[config.mk]
export PLATFORM = sky130hd
export DESIGN_NAME = dmem_lsu
export DESIGN_NICKNAME = d
export VERILOG_FILES = /design/src/rtl/dmem_lsu_pkg.sv /design/src/rtl/dmem_load_align.sv /design/src/rtl/dmem_lsu.sv
export SDC_FILE = /design/constraint.sdc
export NUM_CORES = 1
export LEC_CHECK = 0
export CAP_MARGIN = 20
export CORE_MARGIN = 2
export CORE_UTILIZATION = 31
export CTS_CLUSTER_SIZE = 10
export DETAILED_ROUTE_END_ITERATION = 8
export PLACE_DENSITY = 0.82
export SLEW_MARGIN = 20
export SYNTH_ARGS = -nofsm -noshare
export SYNTH_HDL_FRONTEND = slang
export SYNTH_SLANG_ARGS = --single-unit
[constraint.sdc]
create_clock -name CLK -period 1.9 [get_ports CLK]
set_input_delay 0.38 -clock CLK [delete_from_list [all_inputs] [get_ports CLK]]
set_output_delay 0.38 -clock CLK [all_outputs]
set_load 0.05 [all_outputs]
[src/rtl/dmem_lsu_pkg.sv]
// dmem_lsu_pkg
//   Shared definitions for the byte-lane data memory load/store unit:
//   RV32I funct3 encodings for loads/stores, the lane count and a helper that
//   classifies a request into an access size (or marks it as unsupported).
package dmem_lsu_pkg;

  localparam int LANES = 4;

  localparam logic [2:0] F3_B  = 3'b000;
  localparam logic [2:0] F3_H  = 3'b001;
  localparam logic [2:0] F3_W  = 3'b010;
  localparam logic [2:0] F3_BU = 3'b100;
  localparam logic [2:0] F3_HU = 3'b101;

  typedef enum logic [1:0] {
    SIZE_B   = 2'd0,
    SIZE_H   = 2'd1,
    SIZE_W   = 2'd2,
    SIZE_BAD = 2'd3
  } size_e;

  // Stores only have the signed encodings; the unsigned byte/half forms
  // exist for loads alone.
  function automatic size_e decode_size(input logic we, input logic [2:0] funct3);
    size_e sz;
    sz = SIZE_BAD;
    case (funct3)
      F3_B:    sz = SIZE_B;
      F3_H:    sz = SIZE_H;
      F3_W:    sz = SIZE_W;
      F3_BU:   sz = we ? SIZE_BAD : SIZE_B;
      F3_HU:   sz = we ? SIZE_BAD : SIZE_H;
      default: sz = SIZE_BAD;
    endcase
    return sz;
  endfunction

endpackage

[src/rtl/dmem_load_align.sv]
// dmem_load_align
//   Purely combinational load extractor. Picks the addressed byte or half
//   out of the four lane read bytes and sign- or zero-extends it to 32 bits.
//   Ports:
//     lane_dout  in  32  byte i from lane i
//     funct3     in  3   load funct3 of the pending request
//     off        in  2   byte offset within the word
//     rdata      out 32  extended load data (0 for non-load encodings)
module dmem_load_align
  import dmem_lsu_pkg::*;
(
  input  logic [8*LANES-1:0] lane_dout,
  input  logic [2:0]         funct3,
  input  logic [1:0]         off,
  output logic [31:0]        rdata
);

  logic [7:0]  sel_byte;
  logic [15:0] sel_half;

  always_comb begin
    sel_byte = lane_dout[7:0];
    case (off)
      2'd0:    sel_byte = lane_dout[7:0];
      2'd1:    sel_byte = lane_dout[15:8];
      2'd2:    sel_byte = lane_dout[23:16];
      default: sel_byte = lane_dout[31:24];
    endcase
    // Halves are always 2-byte aligned by the time they get here.
    sel_half = off[1] ? lane_dout[31:16] : lane_dout[15:0];

    rdata = '0;
    case (funct3)
      F3_B:    rdata = {{24{sel_byte[7]}}, sel_byte};
      F3_BU:   rdata = {24'd0, sel_byte};
      F3_H:    rdata = {{16{sel_half[15]}}, sel_half};
      F3_HU:   rdata = {16'd0, sel_half};
      F3_W:    rdata = lane_dout;
      default: rdata = '0;
    endcase
  end

endmodule

[src/rtl/dmem_lsu.sv]
// dmem_lsu
//   Load/store front end for four 8-bit lane BRAMs (1-cycle registered read,
//   read data held while read enable is low). One request per cycle; the
//   response appears the following cycle from a single pending register.
//   Misaligned or unsupported accesses are reported via RSP_ERR and never
//   touch memory.
//   Ports:
//     CLK, RST                      clock, synchronous active-high reset
//     REQ_VALID/REQ_READY           request handshake
//     REQ_WE, REQ_FUNCT3            store/load select, RV32I funct3
//     REQ_ADDR, REQ_WDATA           byte address, LSB-justified store data
//     RSP_VALID/RSP_READY           response handshake
//     RSP_RDATA, RSP_ERR            extended load data, error flag
//     LANE_W_ADDR, LANE_R_ADDR      shared word addresses for all lanes
//     LANE_WE, LANE_RE              per-lane write/read enables
//     LANE_DIN, LANE_DOUT           lane write/read data, byte i <-> lane i
module dmem_lsu
  import dmem_lsu_pkg::*;
#(
  parameter int ADDR_WIDTH = 8
) (
  input  logic                  CLK,
  input  logic                  RST,
  input  logic                  REQ_VALID,
  output logic                  REQ_READY,
  input  logic                  REQ_WE,
  input  logic [2:0]            REQ_FUNCT3,
  input  logic [ADDR_WIDTH-1:0] REQ_ADDR,
  input  logic [31:0]           REQ_WDATA,
  output logic                  RSP_VALID,
  input  logic                  RSP_READY,
  output logic [31:0]           RSP_RDATA,
  output logic                  RSP_ERR,
  output logic [ADDR_WIDTH-3:0] LANE_W_ADDR,
  output logic [ADDR_WIDTH-3:0] LANE_R_ADDR,
  output logic [LANES-1:0]      LANE_WE,
  output logic [LANES-1:0]      LANE_RE,
  output logic [8*LANES-1:0]    LANE_DIN,
  input  logic [8*LANES-1:0]    LANE_DOUT
);

  logic [1:0]  req_off;
  size_e       req_size;
  logic        req_err;
  logic        accept;

  logic        p_valid;
  logic        p_we;
  logic        p_err;
  logic [2:0]  p_funct3;
  logic [1:0]  p_off;

  logic [31:0] aligned_rdata;

  assign req_off  = REQ_ADDR[1:0];
  assign req_size = decode_size(REQ_WE, REQ_FUNCT3);

  always_comb begin
    req_err = 1'b0;
    case (req_size)
      SIZE_B:  req_err = 1'b0;
      SIZE_H:  req_err = req_off[0];
      SIZE_W:  req_err = (req_off != 2'd0);
      default: req_err = 1'b1;
    endcase
  end

  // A held response blocks new requests; with the lanes idle their registered
  // read data stays put, which keeps RSP_RDATA stable under backpressure.
  assign REQ_READY = !RST && !(p_valid && !RSP_READY);
  assign accept    = REQ_VALID && REQ_READY;

  assign LANE_W_ADDR = REQ_ADDR[ADDR_WIDTH-1:2];
  assign LANE_R_ADDR = REQ_ADDR[ADDR_WIDTH-1:2];

  always_comb begin
    LANE_WE = '0;
    LANE_RE = '0;
    case (req_size)
      SIZE_B:  LANE_DIN = {4{REQ_WDATA[7:0]}};
      SIZE_H:  LANE_DIN = {2{REQ_WDATA[15:0]}};
      default: LANE_DIN = REQ_WDATA;
    endcase
    if (accept && !req_err) begin
      if (REQ_WE) begin
        case (req_size)
          SIZE_B:  LANE_WE = 4'b0001 << req_off;
          SIZE_H:  LANE_WE = 4'b0011 << req_off;
          SIZE_W:  LANE_WE = 4'b1111;
          default: LANE_WE = '0;
        endcase
      end else begin
        // Loads read the whole word; byte selection happens on the response.
        LANE_RE = '1;
      end
    end
  end

  // Pending response: a new accept wins over a same-cycle handshake so
  // back-to-back traffic keeps RSP_VALID high.
  always_ff @(posedge CLK) begin
    if (RST) begin
      p_valid  <= 1'b0;
      p_we     <= 1'b0;
      p_err    <= 1'b0;
      p_funct3 <= 3'd0;
      p_off    <= 2'd0;
    end else if (accept) begin
      p_valid  <= 1'b1;
      p_we     <= REQ_WE;
      p_err    <= req_err;
      p_funct3 <= REQ_FUNCT3;
      p_off    <= req_off;
    end else if (p_valid && RSP_READY) begin
      p_valid  <= 1'b0;
    end
  end

  dmem_load_align u_align (
    .lane_dout (LANE_DOUT),
    .funct3    (p_funct3),
    .off       (p_off),
    .rdata     (aligned_rdata)
  );

  assign RSP_VALID = p_valid;
  assign RSP_ERR   = p_valid && p_err;
  assign RSP_RDATA = (p_valid && !p_we && !p_err) ? aligned_rdata : 32'd0;

endmodule
==> results of run 1 <==
[worst max-delay path by stage]
stage	start	to	slack, ps	cells after the start
CTS	p_off[1]$_SDFFE_PP0P_	RSP_RDATA[23]	-340	5
floorplan	p_funct3[0]$_SDFFE_PP0P_	RSP_RDATA[20]	-210	3
finish	p_off[1]$_SDFFE_PP0P_	RSP_RDATA[16]	-380	5
global placement	LANE_DOUT[23]	RSP_RDATA[25]	-540	6
detailed placement	LANE_DOUT[23]	RSP_RDATA[23]	-600	6
global route	p_funct3[1]$_SDFFE_PP0P_	RSP_RDATA[20]	-450	7
[cells in the mapped netlist (3+ instances only)]
master    number
nor2b_1        4
nor2_1         9
a22oi_1        8
buf_4         24
dfxtp_1        8
a21oi_1       28
nand2_1       23
a31oi_1        7
buf_2          7
or3_1          8
clkbuf_1       9
a31oi_2        9
o21ai_0        8
a32oi_1        8
o211ai_1       7
mux2i_1       16
mux2_2        25
nor3_1         3
inv_1          7
[worst max-delay path: cells and delay by family (launching register included)]
family                 cells  cell delay (ps)
AND/OR/NAND/NOR            1              580
buffers and inverters      2              360
flip-flops                 1              350
AO/OA/AOI/OAI              1              220
multiplexers               1              160
[layer usage]
layer | up-vias | track usage, % | part of all wire (%)
met5 | - | 0 | 0
met4 | 0 | 18.5 | 8.1
met3 | 105 | 8.71 | 8.8
met2 | 270 | 69.0 | 51
met1 | 1450 | 31.7 | 32
li1 | 1251 | - | -
[flip-flops by register name, summed over array words and instances (netlist names)]
register and cells:
p_funct3 3, RSP_VALID 1, p_err 1, p_we 1, p_off 2
[timing repair]
| action | CTS | global route |
|---|---|---|
| buffers inserted | 12 | 8 |
| pin swaps | 25 | 34 |
| hold buffers | 0 | 0 |
| cloned | 2 | 1 |
| setup endpoints to repair | 64 | 48 |
| gates resized for setup | 125 | 34 |
[per-stage QoR]
step                cell area [um2]  hold WS (ps)  total power, W  TNS, ps  utilization [%]
finish                         5160           542         0.00224   -10820             93.1
global route                   5160           589         0.00229   -12630             93.1
CTS                            4960           535         0.00207    -7610             89.5
detailed placement             4400           494         0.00170   -29850             79.3
global placement               4400           493         0.00167   -27850             79.3
floorplan                      2340           442         0.00112    -3790                -
[cells in the final DEF (no fill, tap or decap), drive strengths merged, types with 9 or more instances in the layout]
cell	netlist	layout
clkdlybuf4s50	0	55
buf	35	152
nand2	23	23
a31oi	17	17
mux2	25	25
nor2	9	9
a21oi	28	28
mux2i	16	16
[cells by family after synthesis]
group	synth area share (%)
AND/OR/NAND/NOR	16.0
multiplexers	25.9
buffers and inverters	17.2
AO/OA/AOI/OAI	31.9
flip-flops	8.94
[cell type report]
type,count,share of cell area [%]
repair buffers,223,52.9
clock buffers,3,0.801
multi-input cells,180,40.7
flip-flops and latches,8,3.30
inverters,8,0.582
well taps,72,1.75
[report_power, final]
group / leakage [nW] / switching (W) / internal, W / total (W)
registers: 0.0681 / 0.0000202 / 0.000180 / 0.000201
clock network: 0.0216 / 0.0000683 / 0.000137 / 0.000206
logic: 1.89 / 0.00101 / 0.000826 / 0.00183
total: 1.98 / 0.00110 / 0.00114 / 0.00224
==> impl_metrics.py, run 1 <==
metrics = {
    "floorplanning": {
        "num_io_pins": 167,
        "initial_core_util_pct": 32.3,
        "coreArea_um2": 5540,
        "die_h_um": 80.0,
        "die_area_um2": 6400,
        "rows": 27,
        "die_w_um": 80.0,
    },
    "logic_synthesis": {
        "yosys.area.top_type_share_pct": 15.7,
        "yosys.area.top_type": "mux2_2",
        "synth_area_um2": 1790,
        "synth_area_leaders": "mux2_2, buf_4, dfxtp_1",
        "ys_types": 35,
        "syn_nets": 320,
        "synth_area_per_cell_um2": 7.47,
        "async_flop_share_pct": 0,
        "yosys_warnings": 0,
        "yosysSeqAreaShare_pct": 8.94,
        "netlist_instances": 240,
        "synth_flop_cell": "dfxtp_1",
        "synth_seq_cells": 8,
        "synth_edf_count": 0,
    },
    "run_status": {
        "status": "complete, but fails checks",
        "violations": "negative setup slack",
    },
    "timing": {
        "report.final.hold_viol_count": 0,
        "drv_slew": 0,
        "slew_headroom_pct": 61.9,
        "post-route-min-period_ps": 2280,
        "fin_ws_ps": -380,
        "timing.fmax_ghz": 0.439,
        "fin_skew_ps": 2.77,
        "finalSetupViolations": 47,
        "worst_pin_slew_ps": 569,
        "finalCritPeriodShare_pct": 120,
        "rsz0062_at_grt": "yes",
    },
    "critical_path": {
        "worstPathCellList": "mux2i_1 > or4_4 > buf_6 > a31oi_4 > buf_12",
        "r2r_start": "RSP_VALID$_SDFFE_PP0P_",
        "arrival_ps": 1900,
        "rrSetupSlack_ps": 550,
        "cp_max_fo": 4,
        "cp_slowest_cell": "or4_4",
        "worst_setup_path_start_kind": "flip-flop",
        "critPathMaxStageDelay_ps": 580,
        "endpoint_kind": "output port",
        "reg2reg_to": "p_funct3[1]$_SDFFE_PP0P_",
        "cp.required_ps": 1520,
        "crit_type": "reg2out",
        "rr_worst_depth": 3,
    },
    "detailed_routing": {
        "drc": 0,
        "drt-pass1-iter-count": 5,
        "ant_nets": 0,
        "post_drt_via_cell_ratio": 6.23,
        "num_vias": 3076,
        "routedWlPerCell_um": 29.0,
        "finalWirelength_um": 14300,
        "drt_iter0_drc": 247,
    },
    "clock_network": {
        "numCtsBuffers": 3,
        "clock-sinks": 8,
        "h-tree-depth": 1,
        "cts_tree": "done",
        "clk_pin_slew_ps": 40,
        "clockRootBuffer": "clkbuf_8",
        "clk_path_buf_depth": 2,
        "insertion_delay_ps": 230,
    },
    "pwr": {
        "ir_drop_uv": 316,
        "p_per_area_nw_per_um2": 435,
        "leakage_nw": 1.98,
    },
    "global_route": {
        "grt_pass1_vias": 3193,
        "grt_usage_pct": 34.8,
        "grt_max_degree": 23,
        "antenna_found_initial": 0,
        "grt_overflow": 0,
        "grt_pass1_wl_um": 17100,
    },
    "worst_hold_path": {
        "min_from": "p_we$_SDFFE_PP0P_",
        "hp-class": "reg2reg",
        "hold_path_end": "p_we$_SDFFE_PP0P_",
        "whs_path_depth": 2,
    },
    "cells_and_area": {
        "nets": 504,
        "fillers": 159,
        "seq_area_um2": 170,
        "antennaDiodeCount": 0,
        "syn2layout_area_growth_pct": 188,
        "multi_input_area_um2": 2100,
        "stdcell_count": 494,
        "drive_gt1_share_pct": 64.9,
    },
    "place": {
        "portBuffers": 148,
        "gp_congestion": 0.843,
        "placedCellCount": 470,
        "place_hpwl_um": 7030,
        "post-place-ws_ps": -601,
    },
    "run": {
        "max-cap-violations": 0,
    },
}
Note: power is estimated with default switching activity, not from simulation.
==> run 2: changes to the inputs <==
Settings changed: CTS_CLUSTER_DIAMETER from default to 30.
==> results of run 2 <==
No change in the layout: final DEF, timing and power equal those of run 1.
==> run 3: changes to the inputs <==
Settings changed: ABC_AREA from default to 1, CORE_UTILIZATION 31 to 34, SETUP_SLACK_MARGIN from default to 0.2.
Clock period 1.9 ns to 2.4 ns, I/O delays scaled along.
==> impl_metrics.py, run 3 <==
metrics = {
    "clock_network": {
        "clk_path_buf_depth": 2,
        "clock-sinks": 8,
        "clockRootBuffer": "clkbuf_8",
        "clk_pin_slew_ps": 40,
        "numCtsBuffers": 3,
        "insertion_delay_ps": 230,
        "h-tree-depth": 1,
        "cts_tree": "done",
    },
    "critical_path": {
        "critPathLaunch": "LANE_DOUT[11]",
        "rr_worst_depth": 8,
        "cp.required_ps": 1920,
        "worst_setup_path_start_kind": "input port",
        "crit_path_end": "RSP_RDATA[11]",
        "endpoint_kind": "output port",
        "rrSetupSlack_ps": 960,
        "reg2reg_to": "p_off[0]$_SDFFE_PP0P_",
        "arrival_ps": 1860,
        "crit_type": "in2out",
        "cp_max_fo": 2,
        "r2r_start": "RSP_VALID$_SDFFE_PP0P_",
    },
    "global_route": {
        "grt_pass1_vias": 3609,
        "grt_pass1_wl_um": 17600,
        "grt_overflow": 0,
        "grt_max_degree": 19,
        "antenna_found_initial": 0,
        "grt_usage_pct": 31.1,
    },
    "logic_synthesis": {
        "yosys_warnings": 0,
        "muxShareOfSynthArea_pct": 0,
        "synth_fa_ha_area_share_pct": 0,
        "synth_area_per_cell_um2": 5.16,
        "synthXorXnorAreaFrac_pct": 0,
        "netlist_instances": 412,
        "synth_seq_cells": 8,
        "yosysMostFrequentCell": "nand2_1",
        "synth_area_um2": 2130,
        "synth_compound_area_share_pct": 22.8,
        "yosysSeqAreaShare_pct": 7.53,
        "ys_top_cells_by_count": "nand2_1, inv_1, nor2_1",
        "synth_area_leaders": "nand2_1, inv_1, buf_4",
        "syn_nets": 492,
        "yosys.area.top_type_share_pct": 22.6,
        "synth_top_family_by_area": "simple AND/OR/NAND/NOR gates",
        "yosys.area.top_type": "nand2_1",
        "synth_edf_count": 0,
        "async_flop_share_pct": 0,
        "ys_types": 27,
        "synth_flop_cell": "dfxtp_1",
        "yosys.area_share.simple_pct": 45.9,
    },
    "place": {
        "gp_congestion": 0.913,
        "portBuffers": 148,
        "place_hpwl_um": 7610,
        "placedCellCount": 624,
    },
    "timing": {
        "timing.fmax_ghz": 0.428,
        "post-route-min-period_ps": 2340,
        "report.final.hold_viol_count": 0,
        "setup_tns_ps": 0,
        "fin_skew_ps": 3.13,
        "drv_slew": 0,
        "rsz0062_at_grt": "yes",
        "finalSetupViolations": 0,
        "slew_headroom_pct": 65.3,
        "finalCritPeriodShare_pct": 97.4,
        "worst_pin_slew_ps": 520,
    },
    "cells_and_area": {
        "final_common_cell": "nand2_1",
        "syn2layout_area_growth_pct": 133,
        "stdcell_count": 653,
        "top_regs": "p_funct3: 3 flops, p_off: 2 flops",
        "final_cell_mix": "nand2_1, buf_12, clkdlybuf4s50_1, buf_4, inv_1",
        "largest_reg_flops": 3,
        "drive_gt1_share_pct": 38.9,
        "nets": 660,
        "top_register": "p_funct3",
        "antennaDiodeCount": 0,
    },
    "detailed_routing": {
        "ant_nets": 0,
        "drt_iter0_drc": 309,
        "finalWirelength_um": 12400,
        "post_drt_via_cell_ratio": 5.67,
        "drc": 0,
        "routedWlPerCell_um": 19.0,
        "num_vias": 3701,
        "drt-pass1-iter-count": 5,
    },
    "pwr": {
        "ir_drop_uv": 280,
        "total_power_w": 0.00179,
        "power.internal_w": 0.000890,
        "power_frac_seq_pct": 9.2,
        "power_frac_comb_pct": 81.5,
        "p_clk_share_pct": 9.2,
        "leakage_nw": 2.29,
        "p_per_area_nw_per_um2": 362,
        "switchingPower_w": 0.000903,
        "sw_frac_of_total_pct": 50.4,
    },
    "run": {
        "max-cap-violations": 0,
    },
    "worst_hold_path": {
        "hp-class": "reg2reg",
    },
    "floorplanning": {
        "num_io_pins": 167,
        "coreArea_um2": 5990,
        "initial_core_util_pct": 35.5,
        "die_area_um2": 6900,
        "die_w_um": 83.1,
        "die_h_um": 83.1,
        "rows": 28,
    },
    "run_status": {
        "status": "finished clean",
    },
}
==> run 3: changes by cell type in the layout (fill, tap and decap cells not counted), moves of 16 or more <==
cell / before / now
nand2_1: 20 / 120
inv_1: 5 / 48
nor2_1: 9 / 35
buf_6: 32 / 7
nand3_1: 1 / 25
a31oi_4: 16 / 0
mux2i_1: 16 / 0
==> run 3: power by group through the flow <==
stage / logic [W] / clock network (W) / registers [W]
after CTS: 0.00136 / 0.000165 / 0.000164
after global routing: 0.00151 / 0.000170 / 0.000167
final: 0.00146 / 0.000166 / 0.000166
after detailed placement: 0.00121 / 0 / 0.000165
after floorplan: 0.000702 / 0 / 0.000157
after global placement: 0.00119 / 0 / 0.000164
==> run 3: final cells by class <==
cell class                 count  area (um2)
inverter                      58         226
timing repair buffer         205        2590
tap                           75        93.8
sequential                     8         176
fill                         334        1030
clock buffer                   3        41.3
multi-input combinational    304        1830
==> run 3: worst min-delay path by stage <==
stage / start / endpoint / slack (ps) / cells past startpoint
after floorplan: p_we$_SDFFE_PP0P_ / p_we$_SDFFE_PP0P_ / 450 / 2
after global placement: p_we$_SDFFE_PP0P_ / p_we$_SDFFE_PP0P_ / 470 / 2
after detailed placement: p_we$_SDFFE_PP0P_ / p_we$_SDFFE_PP0P_ / 510 / 2
after CTS: p_we$_SDFFE_PP0P_ / p_we$_SDFFE_PP0P_ / 520 / 2
after global routing: p_we$_SDFFE_PP0P_ / p_we$_SDFFE_PP0P_ / 550 / 2
final: p_we$_SDFFE_PP0P_ / p_we$_SDFFE_PP0P_ / 540 / 2
==> run 3: timing repair <==
action	4_1_cts	5_1_grt
gates cloned	2	0
pin swaps	36	20
setup endpoints to repair	64	44
hold buffers	0	0
buffers inserted	12	12
gates resized for setup	78	56
==> run 3: stage by stage <==
step	area (um2)	setup slack [ps]	utilization [%]	hold WS [ps]
final	4960	62.9	82.8	543
after global routing	4960	49.8	82.8	550
after CTS	4760	206	79.5	522
after detailed placement	4290	-104	71.5	513
after global placement	4290	-43.5	71.5	473
after floorplan	2170	-87.9	-	454
==> run 3: routing by layer <==
metal,global-route usage [%],routed length [um]
met2,57.2,6270
met4,16.4,829
met5,0,0
met3,7.55,1360
met1,32.3,3960
==> run 3: cells by family after synthesis <==
| logic type | Yosys count |
|---|---|
| flops | 8 |
| buf+inv | 100 |
| simple gates | 226 |
| compound gates | 78 |
==> run 3: critical path, cell delays in order <==
cell and delay, ps:
clkdlybuf4s50_1 550, inv_1 90, nand2_1 80, nand3_1 70
o21ai_1 130, inv_1 110, a21oi_4 190, buf_12 150
